**src/rtl/layernorm_sum_accumulator_if.sv**
```systemverilog
// rtl/layernorm_sum_accumulator_if.sv - element stream in, vector sum out, for the LayerNorm sum accumulator
interface layernorm_sum_accumulator_if #(
  parameter int DATA_WIDTH = 16,
  parameter int SUM_WIDTH  = 26
);
  logic signed [DATA_WIDTH-1:0] data_in;
  logic                         data_valid_in;
  logic                         data_last_in;
  logic                         data_ready_out;
  logic signed [SUM_WIDTH-1:0]  sum_out;
  logic                         sum_valid_out;
  logic                         len_error_out;

  modport slave (
    input  data_in, data_valid_in, data_last_in,
    output data_ready_out, sum_out, sum_valid_out, len_error_out
  );

  modport master (
    output data_in, data_valid_in, data_last_in,
    input  data_ready_out, sum_out, sum_valid_out, len_error_out
  );
endinterface

```
**src/rtl/layernorm_sum_accumulator.sv**
```systemverilog
// rtl/layernorm_sum_accumulator.sv - accumulates D_MODEL_VAL signed elements into one full-precision sum pulse
module layernorm_sum_accumulator #(
  parameter int D_MODEL_VAL = 128,
  parameter int DATA_WIDTH  = 16,
  parameter int DATA_FRAC   = 10,
  parameter int SUM_WIDTH   = 26
) (
  input  logic clk,
  input  logic rst_n,
  input  logic clear_in,
  output logic busy_out,
  layernorm_sum_accumulator_if.slave s
);
  localparam int CNT_W = $clog2(D_MODEL_VAL);

  generate
    if (SUM_WIDTH < DATA_WIDTH + CNT_W) begin : g_bad_width
      $error("SUM_WIDTH too narrow for D_MODEL_VAL elements of DATA_WIDTH");
    end
    if ((D_MODEL_VAL < 4) || (D_MODEL_VAL > 512) || ((1 << CNT_W) != D_MODEL_VAL)) begin : g_bad_len
      $error("D_MODEL_VAL must be a power of two in 4..512");
    end
    if (DATA_FRAC >= DATA_WIDTH) begin : g_bad_frac
      $error("DATA_FRAC must be smaller than DATA_WIDTH");
    end
  endgenerate

  typedef enum logic [1:0] {IDLE, ACCUM, DONE} state_t;

  state_t                      state_q, state_d;
  logic signed [SUM_WIDTH-1:0] acc_q, acc_d;
  logic signed [SUM_WIDTH-1:0] sum_q, sum_d;
  logic signed [SUM_WIDTH-1:0] acc_next;
  logic [CNT_W-1:0]            count_q, count_d;
  logic                        len_err_q, len_err_d;
  logic                        ready_q, ready_d;
  logic                        accept;
  logic                        count_full;

  assign accept     = s.data_valid_in && ready_q;
  assign count_full = (count_q == CNT_W'(D_MODEL_VAL - 1));
  assign acc_next   = acc_q + {{(SUM_WIDTH-DATA_WIDTH){s.data_in[DATA_WIDTH-1]}}, s.data_in};

  always_comb begin
    state_d   = state_q;
    acc_d     = acc_q;
    count_d   = count_q;
    sum_d     = sum_q;
    len_err_d = len_err_q;
    case (state_q)
      IDLE, ACCUM: begin
        if (clear_in) begin
          // Abort wins over a same-cycle accept; the element is dropped.
          state_d = IDLE;
          acc_d   = '0;
          count_d = '0;
        end else if (accept) begin
          if (s.data_last_in || count_full) begin
            sum_d     = acc_next;
            len_err_d = s.data_last_in ^ count_full;
            state_d   = DONE;
          end else begin
            acc_d   = acc_next;
            count_d = count_q + 1'b1;
            state_d = ACCUM;
          end
        end
      end
      DONE: begin
        acc_d   = '0;
        count_d = '0;
        state_d = IDLE;
      end
      default: state_d = IDLE;
    endcase
    // Registered ready: drop it exactly for the cycle the FSM sits in DONE.
    ready_d = (state_d != DONE);
  end

  always_ff @(posedge clk or negedge rst_n) begin
    if (!rst_n) begin
      state_q   <= IDLE;
      acc_q     <= '0;
      count_q   <= '0;
      sum_q     <= '0;
      len_err_q <= 1'b0;
      ready_q   <= 1'b0;
    end else begin
      state_q   <= state_d;
      acc_q     <= acc_d;
      count_q   <= count_d;
      sum_q     <= sum_d;
      len_err_q <= len_err_d;
      ready_q   <= ready_d;
    end
  end

  assign s.data_ready_out = ready_q;
  assign s.sum_out        = sum_q;
  assign s.sum_valid_out  = (state_q == DONE);
  assign s.len_error_out  = (state_q == DONE) && len_err_q;
  assign busy_out         = (state_q != IDLE);
endmodule

```
**src/flat_wrapper.sv**
```systemverilog
// flat-port wrapper written by rule: the top's interface ports become plain ports
module layernorm_sum_accumulator_flat 
#(
  parameter int D_MODEL_VAL = 128,
  parameter int DATA_WIDTH  = 16,
  parameter int DATA_FRAC   = 10,
  parameter int SUM_WIDTH   = 26
)
  (clk, rst_n, clear_in, busy_out, s_data_in, s_data_valid_in, s_data_last_in, s_data_ready_out, s_sum_out, s_sum_valid_out, s_len_error_out);
  layernorm_sum_accumulator_if #(.DATA_WIDTH(DATA_WIDTH), .SUM_WIDTH(SUM_WIDTH)) s_i ();
  input  logic clk;
  input  logic rst_n;
  input  logic clear_in;
  output logic busy_out;
  input wire logic [$bits(s_i.data_in)-1:0] s_data_in;
  input wire logic [$bits(s_i.data_valid_in)-1:0] s_data_valid_in;
  input wire logic [$bits(s_i.data_last_in)-1:0] s_data_last_in;
  output wire logic [$bits(s_i.data_ready_out)-1:0] s_data_ready_out;
  output wire logic [$bits(s_i.sum_out)-1:0] s_sum_out;
  output wire logic [$bits(s_i.sum_valid_out)-1:0] s_sum_valid_out;
  output wire logic [$bits(s_i.len_error_out)-1:0] s_len_error_out;
  assign s_i.data_in = s_data_in;
  assign s_i.data_valid_in = s_data_valid_in;
  assign s_i.data_last_in = s_data_last_in;
  assign s_data_ready_out = s_i.data_ready_out;
  assign s_sum_out = s_i.sum_out;
  assign s_sum_valid_out = s_i.sum_valid_out;
  assign s_len_error_out = s_i.len_error_out;
  layernorm_sum_accumulator #(.D_MODEL_VAL(D_MODEL_VAL), .DATA_WIDTH(DATA_WIDTH), .DATA_FRAC(DATA_FRAC), .SUM_WIDTH(SUM_WIDTH)) u_core (.clk(clk), .rst_n(rst_n), .clear_in(clear_in), .busy_out(busy_out), .s(s_i));
endmodule
```
**config.mk**
```make
export PLATFORM = sky130hd
export DESIGN_NAME = layernorm_sum_accumulator_flat
export DESIGN_NICKNAME = d
export VERILOG_FILES = /design/src/rtl/layernorm_sum_accumulator_if.sv /design/src/rtl/layernorm_sum_accumulator.sv /design/src/flat_wrapper.sv
export SDC_FILE = /design/constraint.sdc
export NUM_CORES = 1
export LEC_CHECK = 0
export CELL_PAD_IN_SITES_DETAIL_PLACEMENT = 1
export CELL_PAD_IN_SITES_GLOBAL_PLACEMENT = 1
export CORE_ASPECT_RATIO = 0.75
export CORE_MARGIN = 2
export CORE_UTILIZATION = 33
export DETAILED_ROUTE_END_ITERATION = 7
export GPL_TIMING_DRIVEN = 0
export HOLD_SLACK_MARGIN = 0.03
export PLACE_DENSITY = 0.75
export SLEW_MARGIN = 30
export SYNTH_ARGS = -nofsm -noshare
export SYNTH_HDL_FRONTEND = slang
export SYNTH_SLANG_ARGS = --single-unit
```
**constraint.sdc**
```tcl
create_clock -name clk -period 4 [get_ports clk]
set_input_delay 0.6 -clock clk [delete_from_list [all_inputs] [get_ports clk]]
set_output_delay 0.6 -clock clk [all_outputs]
set_load 0.02 [all_outputs]
```
=== Word level (Yosys, flattened, before mapping) ===
Cells that the tools add are included.

* Add/sub/neg operators: 2
* $mul: 0
* Divide/modulo/power cells: 0
* Order comparisons: 0
* Equal/unequal tests: 6
* Shifts and indexed selects: 0
* Multiplexer cells: 12
* Bitwise logic cells: 2
* Reduce and logical (&&, ||, !) cells: 9

{| class="wikitable"
|+ Operator list
! cell !! number
|-
| $mux W26 || 3
|-
| $pmux W26 S2 || 1
|-
| $add A26 B26 Y26 || 1
|-
| $mux W7 || 3
|-
| $pmux W7 S2 || 1
|-
| $mux W2 || 4
|-
| $add A7 B1 Y7 const B || 1
|-
| $eq A7 B7 Y1 const B || 1
|-
| $reduce_and A4 Y1 || 1
|-
| $reduce_bool A2 Y1 || 2
|-
| $ne A3 B2 Y1 const B || 1
|-
| $ne A3 B3 Y1 const B || 1
|-
| $reduce_and A3 Y1 || 1
|-
| $eq A2 B1 Y1 const B || 1
|-
| $eq A2 B2 Y1 const B || 1
|-
| $logic_and A1 B1 Y1 || 2
|-
| $logic_not A2 Y1 || 1
|-
| $ne A2 B2 Y1 const B || 1
|-
| $reduce_or A2 Y1 || 1
|-
| $logic_or A1 B1 Y1 || 1
|-
| $not A1 Y1 || 1
|-
| $xor A1 B1 Y1 || 1
|}

* Flip-flop bits (word level): 63
* Latch bits: 0
* Bits in writable memories: 0
* Bits in read-only memories: 0
* Bits of input ports: 21
* Output and inout port bits: 30
* Word-level logic and storage cells: 37
* Memories kept: 0

=== Logic depth before layout (Yosys ltp) ===
Gate-level depths: netlist of the first run.

* Depth in word-level cells: 7
* Gate-level depth with buffers: 11
* Mapped depth without buffers: 11

=== Worst setup path after synthesis of the first run ===
OpenSTA, ideal clock, no wires.

* Kind: input port to flip-flop
* Start: input port s_data_in[0]
* End: register u_core.acc_q[20]
* Library setup time: 0.074 ns
* Arrival time: 2.663 ns
* Data required time: 3.926 ns
* Setup slack: 1.263 ns
* Stages on the path: 9
* Buffers on the path: 0
* Cells stage by stage: ha_1 fa_1 a21oi_1 o22ai_2 o211ai_2 a31oi_2 or4b_1 and3_4 o21ai_2

* Longest elaborated chain between the ends: 5

{| class="wikitable"
|+ RTL lines
! element !! line !! text
|-
| start, declared || flat_wrapper.sv:15 || <nowiki>input wire logic [$bits(s_i.data_in)-1:0] s_data_in;</nowiki>
|-
| $add A26 B26 Y26 || layernorm_sum_accumulator.sv:42 || <nowiki>assign acc_next = acc_q + {{(SUM_WIDTH-DATA_WIDTH){s.data_in[DATA_WIDTH-1]}}, s.data_in};</nowiki>
|-
| $mux W26 || layernorm_sum_accumulator.sv:58 || <nowiki>if (s.data_last_in || count_full) begin</nowiki>
|-
| $mux W26 || layernorm_sum_accumulator.sv:57 || <nowiki>end else if (accept) begin</nowiki>
|-
| $mux W26 || layernorm_sum_accumulator.sv:52 || <nowiki>if (clear_in) begin</nowiki>
|-
| $pmux W26 S2 || layernorm_sum_accumulator.sv:50 || <nowiki>case (state_q)</nowiki>
|-
| end signal, assigned || layernorm_sum_accumulator.sv:83 || <nowiki>acc_q <= '0;</nowiki>
|-
| end signal, assigned || layernorm_sum_accumulator.sv:90 || <nowiki>acc_q <= acc_d;</nowiki>
|-
| end, declared || layernorm_sum_accumulator.sv:31 || <nowiki>logic signed [SUM_WIDTH-1:0] acc_q, acc_d;</nowiki>
|}

Every way passes these cells. The select of a mux whose other input is x is not followed.
A chain may end at the register's enable or synchronous reset.

=== Worst setup path in the final report of the first run ===
* Start: input port s_data_in[15]
* End: register u_core.sum_q[22] (netlist: u_core.s.sum_out[22])

* Longest elaborated chain between the ends: 1

{| class="wikitable"
|+ RTL lines
! element !! line !! text
|-
| $add A26 B26 Y26 || layernorm_sum_accumulator.sv:42 ||
|-
| end signal, assigned || layernorm_sum_accumulator.sv:92 || <nowiki>sum_q <= sum_d;</nowiki>
|-
| end, declared || layernorm_sum_accumulator.sv:32 || <nowiki>logic signed [SUM_WIDTH-1:0] sum_q, sum_d;</nowiki>
|}

Every way passes these cells.

==> impl_metrics.env, run 1 <==
export IMPL_ys_seq_area_share_pct=39.9
export IMPL_worstHoldPathType="in2async"
export IMPL_postSynth_topFlopCell="dfrtp_1"
export IMPL_ys_seq_elements=63
export IMPL_cts_htree_levels=3
export IMPL_timing_critical_path_fanout_max=12
export IMPL_syn_nets=468
export IMPL_timing_critical_path_to_type="flip-flop"
export IMPL_synth_simple_gate_area_share_pct=16.6
export IMPL_async_set_or_reset_register_ratio_after_synthesis_pct=100
export IMPL_syn_inst=419
export IMPL_globalRoute_busiestLayer="met2"
export IMPL_critical_path_class="in2reg"
export IMPL_via_per_inst=5.24
export IMPL_total_leakage_power_nw=2.27
export IMPL_globalRouteMet3Util_pct=3.96
export IMPL_timing_critical_path_required_ns=4.22
export IMPL_maxSlewHeadroom_pct=55.7
export IMPL_synth_edf_count=0
export IMPL_min_cycle_time_layout_ns=3.30
export IMPL_maxSlewViolCount=0
export IMPL_power_density_relative_to_cell_area_nw_per_um2=473
export IMPL_ir_worst_vdd_mv=0.228
export IMPL_cts_buffers=9
export IMPL_outcome="finished, final reports clean"
export IMPL_route_vias_total=3390
export IMPL_timing_critical_path_mode_cell="mux2_2"
export IMPL_die_height_um=98.7
export IMPL_row_count=34
export IMPL_layout_nets=530
export IMPL_slowest_delay_ns=0.73
export IMPL_grt_setup_unrepaired="false"
export IMPL_cts_resized=0
export IMPL_place_worst_setup_slack_ns=0.363
export IMPL_clock_latency_reported_for_the_late_side_of_the_worst_skew_pair_ns=0.34
export IMPL_post_dp_hpwl_mm=8.39
export IMPL_max_freq_mhz=303
export IMPL_timing_max_cap_violations=0
export IMPL_first_global_vias=3735
export IMPL_cts_root_buffer_cell="clkbuf_16"
export IMPL_hold_violations=0
export IMPL_io_pins=51
export IMPL_yosys_mux_area_fraction_pct=3.07
export IMPL_synth_compound_area_share_pct=22.8
export IMPL_reg2reg_slack_ns=1.21
export IMPL_post_cts_setup_buffers=0
export IMPL_final_cells=647
export IMPL_die_area_um2=12900
export IMPL_wl_mm=11.3
export IMPL_flow_area_growth_from_synthesis_pct=26.1
export IMPL_final_period_utilization_pct=82.4
export IMPL_initial_core_util_pct=34.0
export IMPL_post_synth_instance_area_um2=3950
export IMPL_grt_first_pass_wirelength_mm=19.2
export IMPL_combinational_family_with_the_most_area_after_synthesis="compound AO/OA/AOI/OAI gates"
export IMPL_gr_usage_all_layers_pct=19.1
export IMPL_routabilityCongestion=0.853
export IMPL_drive_above_1_share_pct=12.6
export IMPL_globalRoute_totalOverflow=0
export IMPL_place_port_buffers=50
export IMPL_synth_yosys_warnings=0
export IMPL_syn_avg_cell_area_um2=9.42
export IMPL_post_drt_wl_per_cell_um=17.5
export IMPL_finalPower_w=0.00236
export IMPL_global_route_usage_met1_pct=28.2
export IMPL_cp_start_kind="input pin"
export IMPL_die_width_um=130
export IMPL_clock_sinks=63
export IMPL_cts_hold_repair_buffers=0
export IMPL_timing_final_ws_setup_ns=0.703
export IMPL_worst_path_max_delay_cell="clkdlybuf4s50_1"
export IMPL_antennaDiodeCount=0
export IMPL_cp_data_arrival_time_ns=3.52
export IMPL_final_setup_viol_count=0
export IMPL_core_area_um2=11600
export IMPL_cts_root_to_sink_buffers=2
export IMPL_dpl_cell_count=632
export IMPL_post_route_util_pct=42.9
export IMPL_synth_adder_area_share_pct=9.06
export IMPL_remaining_drcs=0
export IMPL_post_route_setup_tns_ns=0
export IMPL_postRouteAntennaNets=0
export IMPL_clkSlewWorstSetupHoldPaths_ns=0.06
export IMPL_critical_path_cell_chain="clkdlybuf4s50_1 > ha_1 > a21oi_1 > o21ai_1 > a2111oi_2 > o21ai_0 > mux2_2 > o311ai_1 > mux2_2"
export IMPL_number_of_antenna_violations_at_the_first_check_in_global_routing=0
export IMPL_clock_skew_final_ns=0.00839
export IMPL_global_route_usage_met2_pct=28.8
export IMPL_first_iter_violations=169
export IMPL_ys_types=61
export IMPL_grt_start_max_net_pins=42
export IMPL_yosys_area_share_xor_xnor_pct=5.10
export IMPL_tritoncts_clock_tree="built"
export IMPL_drt_first_pass_iters=4
export IMPL_worst_slew_pin_transition_ns=0.664
[kinds of logic (layout without fill, tap and decap cells)]
logic type	count (synthesis)	in the layout
fa+ha+maj	28	28
mux	11	11
compound gates	123	123
flops	63	63
simple gates	145	145
xor+xnor	23	23
buf+inv	26	92
[state kept, by name, indices dropped and copies added, names as in the netlist]
signal / count
u_core.acc_q: 26
u_core.count_q: 7
u_core.len_err_q: 1
u_core.s.data_ready_out: 1
u_core.s.sum_out: 26
u_core.state_q: 2
[worst paths after layout]
| check | from | end | cells after the start |
|---|---|---|---|
| worst max-delay path | s_data_in[15] | u_core.s.sum_out[22] | 9 |
| worst min register to register | u_core.s.sum_out[21] | u_core.s.sum_out[21] | 2 |
| worst max register to register | u_core.acc_q[0] | u_core.s.sum_out[20] | 9 |
| min in group clk | u_core.s.sum_out[21] | u_core.s.sum_out[21] | 2 |
| worst min-delay path | rst_n | u_core.acc_q[14] | 1 |
| max in group asynchronous | rst_n | u_core.count_q[5] | 2 |
[routing by layer]
layer,vias to the layer above,wire (um)
li1,1640,-
met5,-,0
met4,0,115
met2,53,4970
met1,1687,5830
met3,10,412
[Yosys cell counts, drive strengths merged, types with 7 or more instances]
library cell  count  area [um^2]
a21oi            25          148
a22o             23          201
inv               8         30.0
nand3             9         45.0
clkbuf           10         48.8
o21ai            36          199
mux2              9          101
a21o              7         52.6
nand2            81          307
buf               8         58.8
nor2             24         90.1
dfrtp            63         1580
xnor2            15          131
xor2              8         70.1
ha               27          338
[layout by cell type, fill, tap and decap left out, drive strengths merged, types with 4 or more instances in the layout]
master,Yosys,layout
nand2,81,81
and3,4,4
a21o,7,7
nor3,6,6
nor2,24,24
ha,27,27
or2,4,4
clkbuf,10,19
dfrtp,63,63
clkdlybuf4s50,0,49
xnor2,15,15
inv,8,8
a22o,23,23
a21oi,25,25
buf,8,10
a31oi,5,5
nand3,9,9
a211oi,5,5
xor2,8,8
o21ai,36,36
mux2,9,9
nand4,4,4
[metrics by stage]
stage          instance area (um^2)  hold slack, ns
3_3_place_gp                   4650           0.463
2_1_floorplan                  3950           0.304
3_5_place_dp                   4670           0.474
4_1_cts                        4980           0.159
5_1_grt                        4980           0.179
6_report                       4980           0.158
[report_power, final]
group,internal (W),switching (W),total [W]
combinational,0.000319,0.000398,0.000717
clock,0.000540,0.000300,0.000840
sequential,0.000738,0.0000613,0.000799
[layout make-up]
| class | instances | area (um^2) |
|---|---|---|
| well taps | 162 | 203 |
| multi-input cells | 330 | 2230 |
| clock inverters | 6 | 86.3 |
| clock buffers | 9 | 225 |
| plain buffers | 18 | 108 |
| fillers | 1321 | 6630 |
| inverters | 8 | 30.0 |
| flip-flops and latches | 63 | 1580 |
| repair buffers | 51 | 518 |
[worst max-delay path: cells and delay by family]
family,cells,cell delay (ns)
adders and majority gates,1,0.55
muxes,2,0.56
buffers and inverters,1,0.73
AOI/OAI and AO/OA,5,1.07
(Power assumes the default switching activity.)
==> run 2: changes to the inputs <==
--- a/config.mk
+++ b/config.mk
@@ -13,7 +13,7 @@
 export DETAILED_ROUTE_END_ITERATION = 7
 export GPL_TIMING_DRIVEN = 0
 export HOLD_SLACK_MARGIN = 0.03
-export PLACE_DENSITY = 0.75
+export PLACE_DENSITY = 0.78
 export SLEW_MARGIN = 30
 export SYNTH_ARGS = -nofsm -noshare
 export SYNTH_HDL_FRONTEND = slang
==> constraint.sdc (replaced) <==
create_clock -name clk -period 2.8 [get_ports clk]
set_input_delay 0.42 -clock clk [delete_from_list [all_inputs] [get_ports clk]]
set_output_delay 0.42 -clock clk [all_outputs]
set_load 0.02 [all_outputs]
==> impl_metrics.env, run 2 (same netlist as run 1, synthesis figures left out) <==
export IMPL_routabilityCongestion=0.855
export IMPL_maxSlewHeadroom_pct=61.2
export IMPL_total_leakage_power_nw=2.26
export IMPL_post_drt_wl_per_cell_um=18.2
export IMPL_slowest_delay_ns=0.51
export IMPL_wl_mm=11.8
export IMPL_worstHoldPathType="reg2reg"
export IMPL_place_port_buffers=50
export IMPL_critical_path_class="in2reg"
export IMPL_cts_htree_levels=3
export IMPL_postRouteAntennaNets=0
export IMPL_final_setup_viol_count=0
export IMPL_row_count=34
export IMPL_cp_data_arrival_time_ns=2.97
export IMPL_worst_path_max_delay_cell="or4b_1"
export IMPL_globalRoute_totalOverflow=0
export IMPL_core_area_um2=11600
export IMPL_drt_first_pass_iters=6
export IMPL_maxSlewViolCount=0
export IMPL_hold_violations=0
export IMPL_clock_skew_final_ns=0.00809
export IMPL_outcome="finished, final reports clean"
export IMPL_flow_area_growth_from_synthesis_pct=28.1
export IMPL_place_worst_setup_slack_ns=-0.674
export IMPL_grt_start_max_net_pins=45
export IMPL_clock_sinks=63
export IMPL_post_route_util_pct=43.6
export IMPL_clock_latency_reported_for_the_late_side_of_the_worst_skew_pair_ns=0.34
export IMPL_die_width_um=130
export IMPL_power_density_relative_to_cell_area_nw_per_um2=660
export IMPL_timing_final_ws_setup_ns=0.0961
export IMPL_die_area_um2=12900
export IMPL_die_height_um=98.7
export IMPL_timing_critical_path_to_type="flip-flop"
export IMPL_worst_slew_pin_transition_ns=0.583
export IMPL_gr_usage_all_layers_pct=20.2
export IMPL_via_per_inst=5.35
export IMPL_layout_nets=532
export IMPL_grt_setup_unrepaired="false"
export IMPL_cpLargestDelayFamily="compound AO/OA/AOI/OAI gates"
export IMPL_drive_above_1_share_pct=14.5
export IMPL_tritoncts_clock_tree="built"
export IMPL_cp_start_kind="input pin"
export IMPL_critical_path_cell_chain="clkdlybuf4s50_1 > ha_2 > fa_2 > a21oi_2 > o22ai_2 > o211ai_4 > a31oi_4 > or4b_1 > and3_4 > o21ai_2"
export IMPL_cts_root_buffer_cell="clkbuf_16"
export IMPL_most_used_cells_in_the_layout_excluding_fill_and_tap_cells="80 x nand2_1, 63 x dfrtp_1, 48 x clkdlybuf4s50_1, 26 x o21ai_0, 26 x ha_1"
export IMPL_timing_critical_path_fanout_max=3
export IMPL_timing_max_cap_violations=0
export IMPL_mostFrequentLayoutCell="nand2_1"
export IMPL_final_period_utilization_pct=96.6
export IMPL_first_iter_violations=161
export IMPL_initial_core_util_pct=34.0
export IMPL_route_vias_total=3478
export IMPL_remaining_drcs=0
export IMPL_ir_worst_vdd_mv=0.344
export IMPL_antennaDiodeCount=0
export IMPL_io_pins=51
export IMPL_timing_critical_path_required_ns=3.06
export IMPL_first_global_vias=3858
export IMPL_cts_root_to_sink_buffers=2
export IMPL_cp_num_buf_inv=1
export IMPL_min_cycle_time_layout_ns=2.70
export IMPL_cts_buffers=9
export IMPL_post_dp_hpwl_mm=9.01
export IMPL_number_of_antenna_violations_at_the_first_check_in_global_routing=0
export IMPL_clkSlewWorstSetupHoldPaths_ns=0.06
export IMPL_grt_first_pass_wirelength_mm=20.1
export IMPL_max_freq_mhz=370
run 2: routing by layer:
metal  vias up  routed length (um)  track usage, %
met5         -                   0               0
met4         0                 218            7.03
met3        18                 458            4.13
met2        71                5550            32.2
met1      1737                5600            27.4
li1       1652                   -               -
run 2: path summary, 6_finish.rpt:
| path | startpoint | endpoint | slack, ns | cells after the start |
|---|---|---|---|---|
| min in group asynchronous | rst_n | u_core.acc_q[21] | 0.53 | 2 |
| max in group asynchronous | rst_n | u_core.count_q[5] | 1.75 | 3 |
| worst min-delay path | u_core.s.sum_out[21] | u_core.s.sum_out[21] | 0.48 | 2 |
| worst max-delay path | s_data_in[0] | u_core.acc_q[20] | 0.1 | 10 |
| worst min register to register | u_core.s.sum_out[21] | u_core.s.sum_out[21] | 0.48 | 2 |
| worst max register to register | u_core.count_q[0] | u_core.acc_q[14] | 0.26 | 9 |
run 2: report_power, final:
part           switching (W)  internal, W  total, W
registers          0.0000866      0.00105   0.00114
logic               0.000590     0.000464   0.00105
clock network       0.000434     0.000712   0.00115
run 2: through the flow:
| step | setup TNS, ns | power (W) | cells | instance area [um^2] | hold slack [ns] |
|---|---|---|---|---|---|
| 2_1_floorplan | 0 | 0.00175 | 419 | 3950 | 0.124 |
| 3_3_place_gp | -59.32 | 0.00214 | 631 | 4650 | 0.465 |
| 3_5_place_dp | -9.54 | 0.00220 | 632 | 4680 | 0.331 |
| 4_1_cts | 0 | 0.00337 | 650 | 5020 | 0.484 |
| 5_1_grt | 0 | 0.00352 | 650 | 5060 | 0.513 |
| 6_report | 0 | 0.00334 | 650 | 5060 | 0.479 |
run 2: cell type report:
cell class / instances / area, um^2
Buffer: 18 / 110
Clock buffer: 11 / 243
Clock inverter: 5 / 57.6
Fill cell: 1309 / 6550
Inverter: 8 / 33.8
Multi-Input combinational cell: 330 / 2290
Sequential cell: 63 / 1580
Tap cell: 162 / 203
Timing Repair Buffer: 53 / 544
run 2: tightest hold or removal path: stages (launching register included):
cell and delay [ns]:
dfrtp_1 0.34, nand2_1 0.05, o21ai_0 0.06
run 2: timing repair:
action	CTS	global route
setup endpoints to repair	16	24
endpoints found under the hold margin	19	0
buffers inserted	1	0
gates resized for setup	8	8
hold buffers	1	0
pin swaps	3	2
==> RTL change (flow settings as in run 2) <==
Reset style: synchronous (`rst_n`), changed in one clocked block.
--- a/src/rtl/layernorm_sum_accumulator.sv
+++ b/src/rtl/layernorm_sum_accumulator.sv
@@ -77,7 +77,7 @@
     ready_d = (state_d != DONE);
   end
 
-  always_ff @(posedge clk or negedge rst_n) begin
+  always_ff @(posedge clk) begin
     if (!rst_n) begin
       state_q   <= IDLE;
       acc_q     <= '0;
Function: differs if rst_n is asserted again (counterexample within 4 cycles, from zero or initial values and one cycle with rst_n low); with rst_n held inactive, the same outputs for 4 cycles.
==> RTL change against run 2 <==
  * Die area is 2.5% lower
  * Sequential cell count unchanged
  * Critical path depth unchanged
  * Routed wire length rose by 17%
  * Final area up 0.84%
  * Area after synthesis down 2.6%
  * Utilization up 0.85 points
  * Global-route usage rose by 1.7 points
  * Worst setup slack got worse by 40 ps
  * Clock skew up 2.0 ps
  * First-iteration DRC count is 94% higher
  * Critical path type unchanged
  * Critical endpoint is now u_core.acc_q[21]$_SDFFE_PN0P_
Power is not compared: it rests on default switching activity, and its combinational part moved more than twofold at a synthesized area within 25%.
==> RTL change: results (changes against run 2) <==
outcome - finished, final reports clean
commonest cells in the netlist - 63 x dfxtp_1, 61 x nand2_1, 39 x o21ai_0
hold path depth - 2 (unchanged)
Placed Cells - 671 (+6.2%)
Clk Latency, worst-skew pair - 340 ps (about the same)
root buf cell - clkbuf_16
gr usage total - 21.95% (+1.7 points)
largest net degree at the start of global routing - 15 (-67%)
vias per inst - 5.838 (+9.1%)
H-tree Lvls - 3 (unchanged)
drt pass-1 iters - 5 (-1)
Clk pin slew, worst setup/hold paths - 50 ps
Internal Pwr Total - 1.827 mW
Lkg Pwr - 1.939 nW
FF-to-FF path depth - 9 (unchanged)
layout cell share with drive strength beyond 1 - 12.20% (-2.3 points)
vias in the first global route - 4155 (+7.7%)
pre-CTS setup slack - -1045 ps (-371.4 ps)
cts bufs inserted - 9 (unchanged)
dominant synthesized flop cell - dfxtp_1
Setup Skew - 10.13 ps (+2.041 ps)
Final GP Congestion - 0.9005 (+5.3%)
Slew @ Worst Pin - 809.5 ps (+226.8 ps)
Synthesis Warnings - 0 (unchanged)
VDD IR max - 317.7 uV
arrival time worst endpoint - 3020 ps (+50 ps)
global-route wire length before repair - 21.57 mm (+7.4%)
Hold Path Class - register to register
1st-iter DRT viols - 312 (+94%)
DP HPWL - 9.912 mm (+10%)
synth top area cells - dfxtp_1 33%, ha_1 8.8%, nand2_1 6.0%, o21ai_0 5.1%, a21oi_1 4.7%
syn nets - 526 (+12%)
Finished Layout Cells - 693 (+6.6%)
CP max FO - 5 (+2)
Layout fillers - 1356 (+3.6%)
total inserted antenna cells - 0 (unchanged)
post-synthesis sequential area ratio - 32.79% (-7.1 points)
fraction of registers with async set/reset - 0% (-100 points)
Yosys cell types - 65 (+6.6%)
PortBufs - 49 (-2.0%)
Final #Nets - 593 (+11%)
initial antenna violation count - 0 (unchanged)
dpl cell area - 4537 um^2 (-3.0%)
Mapped Cells - 477 (+14%)
Clock Path Buffers - 2 (unchanged)
Post-Route WL - 13.87 mm (+17%)
RTL change: changes by cell type after synthesis, sizes merged, moves of 6 or more:
cell / before / now
nand3: 9 / 23
dfxtp: 0 / 63
clkbuf: 10 / 21
nor2: 24 / 32
a22o: 23 / 1
a21oi: 25 / 38
nand4: 4 / 10
a22oi: 1 / 9
nand2: 81 / 61
a21o: 7 / 15
dfrtp: 63 / 0
mux2: 9 / 0
RTL change: layout make-up:
cell class              count  area, um^2  area share [%]
repair buffers             57       553.0           10.84
flip-flops and latches     63        1261           24.72
clock buffers              10       229.0           4.488
multi-input cells         380        2664           52.21
clock inverters             6       85.08           1.667
well taps                 144       180.2           3.531
inverters                  10       37.54          0.7357
plain buffers              23       92.59           1.815
RTL change: routing by layer:
layer / GRT usage (%) / vias to the layer above / wire length, um
li1: - / 1908 / -
met1: 30.30 / 2006 / 6678
met2: 34.43 / 109 / 6289
met3: 5.231 / 23 / 689
met4: 5.351 / 0 / 214
met5: 0 / - / 0
RTL change: critical path, cell delays in order:
cell	delay [ps]
clkdlybuf4s50_1	450
ha_4	300
and2_1	150
a221o_1	260
o21ai_2	100
or4_4	600
a21o_4	260
buf_4	140
a211o_1	250
nand3_1	70
RTL change: per-stage QoR:
step / setup TNS, ps / util (%)
floorplan: 0 / -
global placement: -15670 / 39.32
detailed placement: -16590 / 39.50
CTS: -11.95 / 42.75
global route: -24.68 / 44.42
finish: 0 / 44.42
RTL change: kinds of logic after synthesis:
| family | Yosys count | synth area share, % |
|---|---|---|
| buf+inv | 34 | 3.416 |
| flops | 63 | 32.79 |
| compound gates | 153 | 26.45 |
| mux | 3 | 0.7808 |
| simple gates | 176 | 22.71 |
| fa+ha+maj | 28 | 9.304 |
| xor+xnor | 20 | 4.554 |
RTL change: power by group through the flow:
stage	sequential [mW]	clock (mW)	combinational, mW
2_1_floorplan	0.964	0	0.174
3_3_place_gp	0.952	0	0.296
3_5_place_dp	0.954	0	0.309
4_1_cts	0.935	1.22	0.318
5_1_grt	0.940	1.26	0.369
6_report	0.936	1.20	0.341
RTL change: repair_timing:
item | 4_1_cts | 5_1_grt
pin swaps | 4 | 5
gates resized for setup | 12 | 35
setup buffers | 3 | 4
gates cloned | 0 | 0
endpoints found under the setup margin | 25 | 31
RTL change: worst paths after layout:
check                                                     from                              to  slack (ps)
worst min-delay path             u_core.acc_q[23]$_SDFFE_PN0P_   u_core.acc_q[23]$_SDFFE_PN0P_         450
worst min register to register   u_core.acc_q[23]$_SDFFE_PN0P_   u_core.acc_q[23]$_SDFFE_PN0P_         450
worst max register to register  u_core.count_q[0]$_SDFFE_PN0P_  u_core.count_q[5]$_SDFFE_PN0P_         220
worst max-delay path                              s_data_in[4]   u_core.acc_q[21]$_SDFFE_PN0P_          60
